--- src/rtl/bram_arb_pkg.sv ---
// ---------------------------------------------------------------------------
// bram_arb_pkg
// Shared definitions for the two-requester BRAM arbiter.
//   - default address/data widths and lock hold limit
//   - requester index constants (bit positions in req/gnt vectors)
//   - arbiter FSM state encoding
// ---------------------------------------------------------------------------
package bram_arb_pkg;

   localparam int DEF_ADDR_W   = 8;
   localparam int DEF_DATA_W   = 16;
   localparam int DEF_LOCK_MAX = 15;

   // Bit positions of each requester inside the 2-bit req/gnt/mask vectors.
   localparam int REQ_A = 0;
   localparam int REQ_B = 1;

   typedef enum logic [1:0] {
      IDLE   = 2'd0,
      LOCK_A = 2'd1,
      LOCK_B = 2'd2
   } arb_state_e;

endpackage

--- src/rtl/rr_arb2.sv ---
// ---------------------------------------------------------------------------
// rr_arb2
// Two-way round-robin arbiter with a priority pointer register.
// A requester only competes when its mask bit is 1 (the lock logic uses this
// to shut out the non-owner). When both eligible requesters ask, the pointer
// names the winner. After any grant the pointer moves to the requester that
// was not granted, so a lone requester cannot starve the other later on.
// Grants are forced to 0 while reset is asserted.
//
// Ports:
//   clk    in   clock
//   rst_n  in   asynchronous active-low reset
//   req    in   [1:0] request per requester (index REQ_A / REQ_B)
//   mask   in   [1:0] eligibility per requester
//   gnt    out  [1:0] one-hot (or zero) grant, combinational
//   ptr    out  current priority pointer (0 = A, 1 = B)
// ---------------------------------------------------------------------------
module rr_arb2
   import bram_arb_pkg::*;
(
   input  logic       clk,
   input  logic       rst_n,
   input  logic [1:0] req,
   input  logic [1:0] mask,
   output logic [1:0] gnt,
   output logic       ptr
);

   logic [1:0] eligible;

   assign eligible = req & mask;

   always_comb begin
      gnt = 2'b00;
      if (rst_n) begin
         if (eligible == 2'b11) begin
            gnt[REQ_A] = (ptr == 1'(REQ_A));
            gnt[REQ_B] = (ptr == 1'(REQ_B));
         end else begin
            gnt = eligible;
         end
      end
   end

   always_ff @(posedge clk or negedge rst_n) begin
      if (!rst_n) begin
         ptr <= 1'(REQ_A);
      end else if (gnt[REQ_A]) begin
         ptr <= 1'(REQ_B);
      end else if (gnt[REQ_B]) begin
         ptr <= 1'(REQ_A);
      end
   end

endmodule

--- src/rtl/bram_arbiter.sv ---
// ---------------------------------------------------------------------------
// bram_arbiter
// Shares one 1-cycle-registered-read BRAM between requesters A and B.
// At most one operation (read or write) is granted per cycle, round-robin
// between the two, with an optional lock that lets one requester keep the
// memory for an atomic read-modify-write sequence. Read data is routed back
// to the requester that issued the read one cycle after its grant.
//
// Handshake: an operation is accepted on a rising clock edge where
// o_x_gnt=1. o_x_gnt is combinational from i_x_req in the same cycle; the
// requester holds its request fields stable until it sees gnt. o_x_rvalid
// is a single-cycle strobe with no back-pressure.
//
// Ports:
//   i_clk, i_rst_n            clock, asynchronous active-low reset
//   i_a_req/we/addr/wdata/lock  requester A operation (same for B)
//   o_a_gnt                   A accepted this cycle
//   o_a_rvalid, o_a_rdata     A read return (rdata is 0 when not valid)
//   o_mem_wr_en/waddr/wdata   BRAM write port
//   o_mem_rd_en/raddr         BRAM read port
//   i_mem_rdata               BRAM registered read data
//   o_lock_err                pulse during the op that hits the lock limit
//   o_state                   current FSM state (debug)
// ---------------------------------------------------------------------------
module bram_arbiter
   import bram_arb_pkg::*;
#(
   parameter int ADDR_W   = DEF_ADDR_W,
   parameter int DATA_W   = DEF_DATA_W,
   parameter int LOCK_MAX = DEF_LOCK_MAX  // must be >= 2
)
(
   input  logic              i_clk,
   input  logic              i_rst_n,

   input  logic              i_a_req,
   input  logic              i_a_we,
   input  logic [ADDR_W-1:0] i_a_addr,
   input  logic [DATA_W-1:0] i_a_wdata,
   input  logic              i_a_lock,
   output logic              o_a_gnt,
   output logic              o_a_rvalid,
   output logic [DATA_W-1:0] o_a_rdata,

   input  logic              i_b_req,
   input  logic              i_b_we,
   input  logic [ADDR_W-1:0] i_b_addr,
   input  logic [DATA_W-1:0] i_b_wdata,
   input  logic              i_b_lock,
   output logic              o_b_gnt,
   output logic              o_b_rvalid,
   output logic [DATA_W-1:0] o_b_rdata,

   output logic              o_mem_wr_en,
   output logic [ADDR_W-1:0] o_mem_waddr,
   output logic [DATA_W-1:0] o_mem_wdata,
   output logic              o_mem_rd_en,
   output logic [ADDR_W-1:0] o_mem_raddr,
   input  logic [DATA_W-1:0] i_mem_rdata,

   output logic              o_lock_err,
   output logic [1:0]        o_state
);

   localparam int CNT_W = $clog2(LOCK_MAX + 1);

   arb_state_e        state;
   arb_state_e        state_nxt;
   logic [CNT_W-1:0]  lock_cnt;
   logic [CNT_W-1:0]  lock_cnt_nxt;
   logic              lock_err;

   logic [1:0]        req;
   logic [1:0]        mask;
   logic [1:0]        gnt;
   logic              ptr;

   logic              sel_valid;
   logic              sel_we;
   logic [ADDR_W-1:0] sel_addr;
   logic [DATA_W-1:0] sel_wdata;

   logic [1:0]        rd_tag;

   // ------------------------------------------------------------------
   // Arbitration: the lock owner is the only eligible requester.
   // ------------------------------------------------------------------
   assign req[REQ_A] = i_a_req;
   assign req[REQ_B] = i_b_req;

   always_comb begin
      mask = 2'b11;
      case (state)
         LOCK_A:  mask = 2'b01 << REQ_A;
         LOCK_B:  mask = 2'b01 << REQ_B;
         default: mask = 2'b11;
      endcase
   end

   rr_arb2 u_rr_arb2 (
      .clk   (i_clk),
      .rst_n (i_rst_n),
      .req   (req),
      .mask  (mask),
      .gnt   (gnt),
      .ptr   (ptr)
   );

   assign o_a_gnt = gnt[REQ_A];
   assign o_b_gnt = gnt[REQ_B];

   // ------------------------------------------------------------------
   // Lock FSM. The counter holds the number of locked ops granted so far;
   // entering a lock counts as the first. The op that would bring the
   // count to LOCK_MAX is still performed, but ownership is dropped on
   // that edge and o_lock_err flags it in the same cycle. The pointer
   // needs no extra handling: after any owner grant it already names the
   // other requester.
   // ------------------------------------------------------------------
   always_comb begin
      state_nxt    = state;
      lock_cnt_nxt = lock_cnt;
      lock_err     = 1'b0;
      case (state)
         IDLE: begin
            if (gnt[REQ_A] && i_a_lock) begin
               state_nxt    = LOCK_A;
               lock_cnt_nxt = CNT_W'(1);
            end else if (gnt[REQ_B] && i_b_lock) begin
               state_nxt    = LOCK_B;
               lock_cnt_nxt = CNT_W'(1);
            end
         end
         LOCK_A: begin
            if (!gnt[REQ_A] || !i_a_lock) begin
               state_nxt    = IDLE;
               lock_cnt_nxt = '0;
            end else if (lock_cnt == CNT_W'(LOCK_MAX - 1)) begin
               state_nxt    = IDLE;
               lock_cnt_nxt = '0;
               lock_err     = 1'b1;
            end else begin
               lock_cnt_nxt = lock_cnt + CNT_W'(1);
            end
         end
         LOCK_B: begin
            if (!gnt[REQ_B] || !i_b_lock) begin
               state_nxt    = IDLE;
               lock_cnt_nxt = '0;
            end else if (lock_cnt == CNT_W'(LOCK_MAX - 1)) begin
               state_nxt    = IDLE;
               lock_cnt_nxt = '0;
               lock_err     = 1'b1;
            end else begin
               lock_cnt_nxt = lock_cnt + CNT_W'(1);
            end
         end
         default: begin
            state_nxt    = IDLE;
            lock_cnt_nxt = '0;
         end
      endcase
   end

   always_ff @(posedge i_clk or negedge i_rst_n) begin
      if (!i_rst_n) begin
         state    <= IDLE;
         lock_cnt <= '0;
      end else begin
         state    <= state_nxt;
         lock_cnt <= lock_cnt_nxt;
      end
   end

   assign o_lock_err = lock_err;
   assign o_state    = state;

   // ------------------------------------------------------------------
   // Memory port mux: only the granted requester drives the BRAM; all
   // address/data outputs are 0 when the matching enable is low.
   // ------------------------------------------------------------------
   always_comb begin
      sel_valid = 1'b0;
      sel_we    = 1'b0;
      sel_addr  = '0;
      sel_wdata = '0;
      if (gnt[REQ_A]) begin
         sel_valid = 1'b1;
         sel_we    = i_a_we;
         sel_addr  = i_a_addr;
         sel_wdata = i_a_wdata;
      end else if (gnt[REQ_B]) begin
         sel_valid = 1'b1;
         sel_we    = i_b_we;
         sel_addr  = i_b_addr;
         sel_wdata = i_b_wdata;
      end
   end

   assign o_mem_wr_en = sel_valid && sel_we;
   assign o_mem_rd_en = sel_valid && !sel_we;
   assign o_mem_waddr = o_mem_wr_en ? sel_addr  : '0;
   assign o_mem_wdata = o_mem_wr_en ? sel_wdata : '0;
   assign o_mem_raddr = o_mem_rd_en ? sel_addr  : '0;

   // ------------------------------------------------------------------
   // Read tag pipeline: remembers who issued the read so the BRAM's
   // registered data can be steered back one cycle later. Clearing it in
   // reset drops any read in flight.
   // ------------------------------------------------------------------
   always_ff @(posedge i_clk or negedge i_rst_n) begin
      if (!i_rst_n) begin
         rd_tag <= 2'b00;
      end else begin
         rd_tag[REQ_A] <= gnt[REQ_A] && !i_a_we;
         rd_tag[REQ_B] <= gnt[REQ_B] && !i_b_we;
      end
   end

   assign o_a_rvalid = rd_tag[REQ_A];
   assign o_b_rvalid = rd_tag[REQ_B];
   assign o_a_rdata  = rd_tag[REQ_A] ? i_mem_rdata : '0;
   assign o_b_rdata  = rd_tag[REQ_B] ? i_mem_rdata : '0;

endmodule

--- config.mk ---
export PLATFORM = sky130hd
export DESIGN_NAME = bram_arbiter
export DESIGN_NICKNAME = d
export VERILOG_FILES = /design/src/rtl/bram_arb_pkg.sv /design/src/rtl/rr_arb2.sv /design/src/rtl/bram_arbiter.sv
export SDC_FILE = /design/constraint.sdc
export NUM_CORES = 1
export LEC_CHECK = 0
export CELL_PAD_IN_SITES_DETAIL_PLACEMENT = 0
export CELL_PAD_IN_SITES_GLOBAL_PLACEMENT = 1
export CORE_MARGIN = 4
export CORE_UTILIZATION = 18
export DETAILED_ROUTE_END_ITERATION = 10
export GPL_TIMING_DRIVEN = 0
export PLACE_DENSITY = 0.82
export SLEW_MARGIN = 10
export SYNTH_ARGS = -nofsm -noshare
export SYNTH_HDL_FRONTEND = slang
export SYNTH_SLANG_ARGS = --single-unit
--- constraint.sdc ---
create_clock -name i_clk -period 5.6 [get_ports i_clk]
set_input_delay 1.12 -clock i_clk [delete_from_list [all_inputs] [get_ports i_clk]]
set_output_delay 1.12 -clock i_clk [all_outputs]
set_load 0.02 [all_outputs]
==> flow_metrics.env, run 1 <==
export IMPL_run_status="completed"
export IMPL_htree_levels=1
export IMPL_grt_max_degree=14
export IMPL_die_height_um=91.79
export IMPL_die_w_um=91.79
export IMPL_cp_end_kind="output port"
export IMPL_worstMarginPinSlew_ns=0.5451
export IMPL_vias=1734
export IMPL_viasPerCell=4.229
export IMPL_cap_violations=0
export IMPL_holdPathStages=1
export IMPL_wl_met1_mm=2.143
export IMPL_synth_top_family_by_area="simple AND/OR/NAND/NOR gates"
export IMPL_ys_async_sr_fraction_pct=100.0
export IMPL_cts_tree="built"
export IMPL_cts_resized=0
export IMPL_routabilityCongestion=0.8392
export IMPL_critPathKind="primary input to output port"
export IMPL_reg2regPathDepth=7
export IMPL_overflow=0
export IMPL_synth_top_cells_by_area="dfrtp_1, and2_1, a22oi_1, nor2_2, ha_1"
export IMPL_synthFlopType="dfrtp_1"
export IMPL_coreArea_um2=6794
export IMPL_mostFrequentLayoutCells="clkdlybuf4s50_1, and2_1, a22oi_1"
export IMPL_start_util_pct=18.60
export IMPL_cts_root_buf="clkbuf_8"
export IMPL_layout_nets=394
export IMPL_max_freq_mhz=195.6
export IMPL_synth_mux_area_share_pct=0.7921
export IMPL_required_ns=4.48
export IMPL_die_area_um2=8425
export IMPL_cts_sinks=9
export IMPL_hp_class="register to register"
export IMPL_p_leak_nw=1.071
export IMPL_synthDominantCellAreaShare_pct=17.82
export IMPL_wl_met3_um=409
export IMPL_reg2reg_setup_slack_ns=3.50
export IMPL_wire_per_inst_um=12.84
export IMPL_syn_nets=245
export IMPL_wirelength_mm=5.265
export IMPL_placement_rows=30
export IMPL_ios=145
export IMPL_synth_fa_ha_area_share_pct=6.931
export IMPL_synth_seq_cells=9
export IMPL_yosys_area_share_simple_pct=42.97
export IMPL_yosysTopAreaCell="dfrtp_1"
export IMPL_grt_pass1_wl_mm=7.845
export IMPL_synth_area_um2=1264
export IMPL_max_slew_margin_pct=63.55
export IMPL_crit_path_max_fanout=13
export IMPL_setup_violations=0
export IMPL_power_density_nw_per_um2=185.6
export IMPL_met2_length_mm=2.661
export IMPL_ys_types=34
export IMPL_final_common_cell="clkdlybuf4s50_1"
export IMPL_clk_pin_slew_ns=0.04
export IMPL_drtIter0Drc=64
export IMPL_cts_buffers=3
export IMPL_clkLatencyLatePin_ns=0.23
export IMPL_synth_enable_flop_cells=0
export IMPL_grt_pass1_vias=1635
export IMPL_ant_nets=0
export IMPL_drive_gt1_share_pct=8.917
export IMPL_setup_tns_ns=0
export IMPL_top_layer="met4"
export IMPL_power_mw=0.5328
export IMPL_seq_area_um2=225.2
export IMPL_synth_seq_area_share_pct=17.82
export IMPL_io_buffers=144
export IMPL_syn_to_final_growth_pct=127.1
export IMPL_finalMaxSlewViolations=0
export IMPL_cts_buffer_depth=2
export IMPL_hpwl_mm=4.508
export IMPL_synth_compound_area_share_pct=23.76
export IMPL_arrival_ns=3.99
export IMPL_min_period_ns=5.112
export IMPL_grt_total_usage_pct=11.24
export IMPL_hold_end="u_rr_arb2.ptr"
export IMPL_avgSynthCellArea_um2=7.613
export IMPL_min_from="u_rr_arb2.ptr"
export IMPL_postCtsHoldBufs=0
export IMPL_antenna_found_initial=0
export IMPL_r2r_start="o_state[0]"
export IMPL_cts_setup_buffers=0
export IMPL_drc=0
export IMPL_diodes=0
export IMPL_firstDrtPassIters=4
export IMPL_ys_warn_count=0
export IMPL_ir_drop_mv=0.07721
export IMPL_fin_crit_sh_pct=91.28
export IMPL_fin_skew_ns=0.001888
export IMPL_r2r_end="lock_cnt[3]"
export IMPL_fill_cells=698
export IMPL_multi_input_area_um2=940.9
export IMPL_start_kind="primary input"
export IMPL_hold_viol_final=0
export IMPL_hold_ws_ns=0.5039
export IMPL_rsz0062_at_grt="false"
export IMPL_synthXorXnorAreaFrac_pct=0
export IMPL_syn_inst=166
flip-flops by register name (all words and copies together) (netlist names):
name and flops:
rd_tag 2, u_rr_arb2.ptr 1, lock_cnt 4, o_state 2
power by group:
group / internal, mW / switching (mW) / leakage (nW) / total (mW)
logic: 0.176 / 0.182 / 0.928 / 0.358
registers: 0.0809 / 0.0190 / 0.120 / 0.0998
clock network: 0.0496 / 0.0253 / 0.0228 / 0.0748
total: 0.306 / 0.227 / 1.07 / 0.533
synth_stat cells (4+ instances only):
| library cell | n |
|---|---|
| inv_1 | 6 |
| nor2b_1 | 4 |
| nor2_2 | 16 |
| and2_1 | 32 |
| nand3_1 | 6 |
| dfrtp_1 | 9 |
| ha_1 | 7 |
| o21ai_0 | 6 |
| nor2_1 | 14 |
| a22oi_1 | 24 |
| clkbuf_1 | 7 |
metal layers:
metal | track usage, % | vias to the layer above
met5 | 0 | -
met4 | 3.465 | 0
met3 | 2.461 | 4
met2 | 21.42 | 84
met1 | 12.22 | 771
li1 | - | 875
worst max path at each step:
stage	start	to	slack, ns
final	i_rst_n	o_mem_raddr[6]	0.49
after global routing	i_rst_n	o_mem_raddr[6]	0.24
after global placement	i_rst_n	o_mem_waddr[6]	0.46
after detailed placement	i_rst_n	o_mem_raddr[6]	0.45
after CTS	i_rst_n	o_mem_raddr[6]	0.45
after floorplan	i_b_req	o_mem_wdata[10]	2.03
kinds of logic (layout without fill, tap and decap cells):
| kind of cell | count (synthesis) | after routing |
|---|---|---|
| simple gates | 90 | 90 |
| compound gates | 42 | 42 |
| buf+inv | 17 | 165 |
| flops | 9 | 9 |
| fa+ha+maj | 7 | 7 |
| mux | 1 | 1 |
worst max-delay path, cell delays in order:
cell,delay (ns)
clkdlybuf4s50_1,0.81
and3b_1,0.26
a21boi_2,0.44
clkbuf_1,0.41
a22oi_1,0.17
nor2_1,0.14
clkdlybuf4s50_1,0.62
final cells by class:
type                    count  share of cell area (%)
repair buffers            144                   50.22
plain buffers              11                   2.616
well taps                  96                   4.185
multi-input cells         140                   32.78
inverters                   6                  0.7847
flip-flops and latches      9                   7.847
clock buffers               4                   1.569
per-stage QoR:
step           cells  instance area (um2)  setup slack [ns]  util, %
2_1_floorplan    166                 1264             2.029        -
3_3_place_gp     406                 2825            0.4598    41.58
3_5_place_dp     406                 2825            0.4502    41.58
4_1_cts          410                 2870            0.4454    42.25
5_1_grt          410                 2870            0.2357    42.25
6_report         410                 2870            0.4883    42.25
Note: power is estimated with default switching activity, not from simulation.
==> run 2: changes to the inputs <==
--- a/config.mk
+++ b/config.mk
@@ -10,6 +10,7 @@
 export CORE_MARGIN = 4
 export CORE_UTILIZATION = 18
 export DETAILED_ROUTE_END_ITERATION = 10
+export GPL_ROUTABILITY_DRIVEN = 0
 export GPL_TIMING_DRIVEN = 0
 export PLACE_DENSITY = 0.82
 export SLEW_MARGIN = 10
==> results of run 2 <==
Final layout, timing and power as in run 1 (identical DEF).
==> run 3: changes to the inputs <==
--- a/config.mk
+++ b/config.mk
@@ -8,11 +8,11 @@
 export CELL_PAD_IN_SITES_DETAIL_PLACEMENT = 0
 export CELL_PAD_IN_SITES_GLOBAL_PLACEMENT = 1
 export CORE_MARGIN = 4
-export CORE_UTILIZATION = 18
+export CORE_UTILIZATION = 17
 export DETAILED_ROUTE_END_ITERATION = 10
 export GPL_ROUTABILITY_DRIVEN = 0
 export GPL_TIMING_DRIVEN = 0
-export PLACE_DENSITY = 0.82
+export PLACE_DENSITY = 0.8
 export SLEW_MARGIN = 10
 export SYNTH_ARGS = -nofsm -noshare
 export SYNTH_HDL_FRONTEND = slang
==> constraint.sdc (replaced) <==
create_clock -name i_clk -period 4.8 [get_ports i_clk]
set_input_delay 0.96 -clock i_clk [delete_from_list [all_inputs] [get_ports i_clk]]
set_output_delay 0.96 -clock i_clk [all_outputs]
set_load 0.02 [all_outputs]
==> run 3 against run 2 <==
Against the previous run: clock-buffer cell count unchanged; global-route usage rose by 0.46 points; setup slack worse by 0.16 ns; clock skew is 0.00085 ns lower; die area rose by 5.4%; largest power group unchanged.
==> flow_metrics.env, run 3 (same netlist as run 1, synthesis figures left out) <==
export IMPL_start_kind="primary input"
export IMPL_htree_levels=1
export IMPL_max_slew_margin_pct=65.76
export IMPL_largest_reg_flops=4
export IMPL_grt_pass1_wl_mm=8.493
export IMPL_worstSetupEndpoint="o_mem_waddr[6]"
export IMPL_ir_drop_mv=0.07644
export IMPL_mostFrequentLayoutCells="clkdlybuf4s50_1, and2_1, a22oi_1"
export IMPL_finalMaxSlewViolations=0
export IMPL_firstDrtPassIters=4
export IMPL_drive_gt1_share_pct=8.917
export IMPL_fin_crit_sh_pct=93.19
export IMPL_clk_pin_slew_ns=0.05
export IMPL_critPathKind="primary input to output port"
export IMPL_p_clk_share_pct=13.9
export IMPL_power_mw=0.6268
export IMPL_swShare_pct=42.92
export IMPL_cts_tree="built"
export IMPL_switching_power_mw=0.2690
export IMPL_required_ns=3.84
export IMPL_cts_buffer_depth=2
export IMPL_cts_buffers=3
export IMPL_worstMarginPinSlew_ns=0.5136
export IMPL_rsz0062_at_grt="false"
export IMPL_crit_start="i_rst_n"
export IMPL_pwr_share_comb_pct=67.5
export IMPL_coreArea_um2=7253
export IMPL_wirelength_mm=5.683
export IMPL_wire_per_inst_um=13.76
export IMPL_drc=0
export IMPL_hp_class="register to register"
export IMPL_power_density_nw_per_um2=218.2
export IMPL_grt_total_usage_pct=11.70
export IMPL_cts_root_buf="clkbuf_8"
export IMPL_grt_max_degree=14
export IMPL_layout_nets=394
export IMPL_reg2reg_setup_slack_ns=2.69
export IMPL_cap_violations=0
export IMPL_setup_tns_ns=0
export IMPL_die_area_um2=8877
export IMPL_top_register="lock_cnt"
export IMPL_reg2regPathDepth=7
export IMPL_setup_violations=0
export IMPL_io_buffers=144
export IMPL_r2r_end="lock_cnt[3]"
export IMPL_ant_nets=0
export IMPL_hpwl_mm=4.858
export IMPL_vias=1776
export IMPL_postCtsHoldBufs=0
export IMPL_hold_viol_final=0
export IMPL_arrival_ns=3.51
export IMPL_run_status="completed"
export IMPL_cts_sinks=9
export IMPL_crit_path_max_fanout=13
export IMPL_overflow=0
export IMPL_clkLatencyLatePin_ns=0.23
export IMPL_antenna_found_initial=0
export IMPL_diodes=0
export IMPL_min_period_ns=4.473
export IMPL_max_freq_mhz=223.6
export IMPL_drtIter0Drc=68
export IMPL_placement_rows=31
export IMPL_fin_skew_ns=0.001036
export IMPL_grt_pass1_vias=1811
export IMPL_fill_cells=770
export IMPL_syn_to_final_growth_pct=127.3
export IMPL_die_height_um=94.22
export IMPL_r2r_start="o_state[0]"
export IMPL_seq_power_share_pct=18.7
export IMPL_p_leak_nw=1.072
export IMPL_start_util_pct=17.42
export IMPL_internal_power_mw=0.3578
export IMPL_die_w_um=94.22
export IMPL_final_common_cell="clkdlybuf4s50_1"
export IMPL_viasPerCell=4.300
export IMPL_cp_end_kind="output port"
export IMPL_ios=145
-- run 3: repair_timing --
action                     in CTS  in global routing
buffers inserted                0                  0
gates resized for setup         1                  0
setup endpoints to repair       9                  0
-- run 3: how the worst min path moves through the flow --
stage,to,slack [ns],start,cells past startpoint
after floorplan,u_rr_arb2.ptr,0.46,u_rr_arb2.ptr,1
after global placement,u_rr_arb2.ptr,0.49,u_rr_arb2.ptr,1
after detailed placement,u_rr_arb2.ptr,0.50,u_rr_arb2.ptr,1
after CTS,u_rr_arb2.ptr,0.51,u_rr_arb2.ptr,1
after global routing,u_rr_arb2.ptr,0.53,u_rr_arb2.ptr,1
final,u_rr_arb2.ptr,0.51,u_rr_arb2.ptr,1
-- run 3: power by group through the flow --
stage | registers [mW] | logic (mW) | clock network [mW]
3_5_place_dp | 0.118 | 0.427 | 0
2_1_floorplan | 0.122 | 0.230 | 0
3_3_place_gp | 0.118 | 0.421 | 0
4_1_cts | 0.118 | 0.427 | 0.0895
5_1_grt | 0.121 | 0.459 | 0.0922
6_report | 0.117 | 0.423 | 0.0868
-- run 3: area by class of cell --
class	count	area, um2	share of cell area, %
clock buffer	4	45.04	1.568
sequential	9	225.2	7.840
inverter	6	22.52	0.7840
tap	99	123.9	4.312
timing repair buffer	144	1440	50.13
multi-input combinational	140	940.9	32.75
buffer	11	75.07	2.613
-- run 3: stage by stage --
step | hold WS [ns] | instance area (um2) | utilization, % | setup slack [ns] | std cells
6_report | 0.5052 | 2873 | 39.61 | 0.3269 | 413
5_1_grt | 0.5323 | 2873 | 39.61 | 0.01009 | 413
4_1_cts | 0.5081 | 2873 | 39.61 | 0.2387 | 413
3_5_place_dp | 0.4978 | 2829 | 39.00 | -0.03273 | 409
3_3_place_gp | 0.4902 | 2829 | 39.00 | 0.02089 | 409
2_1_floorplan | 0.4642 | 1264 | - | 1.549 | 166
-- run 3: metal layers --
layer | global-route usage [%] | vias to the layer above | share of wire (%)
li1 | - | 872 | -
met1 | 12.96 | 810 | 37
met2 | 21.63 | 90 | 51
met3 | 3.365 | 4 | 11
met4 | 3.008 | 0 | 0.81
met5 | 0 | - | 0
-- run 3: worst max-delay path, cell delays in order --
cell and delay (ns):
dlygate4sd2_1 0.52, and3b_1 0.25, a21boi_2 0.44, clkbuf_1 0.42, a22oi_1 0.17, nor2_2 0.13
clkdlybuf4s50_1 0.61
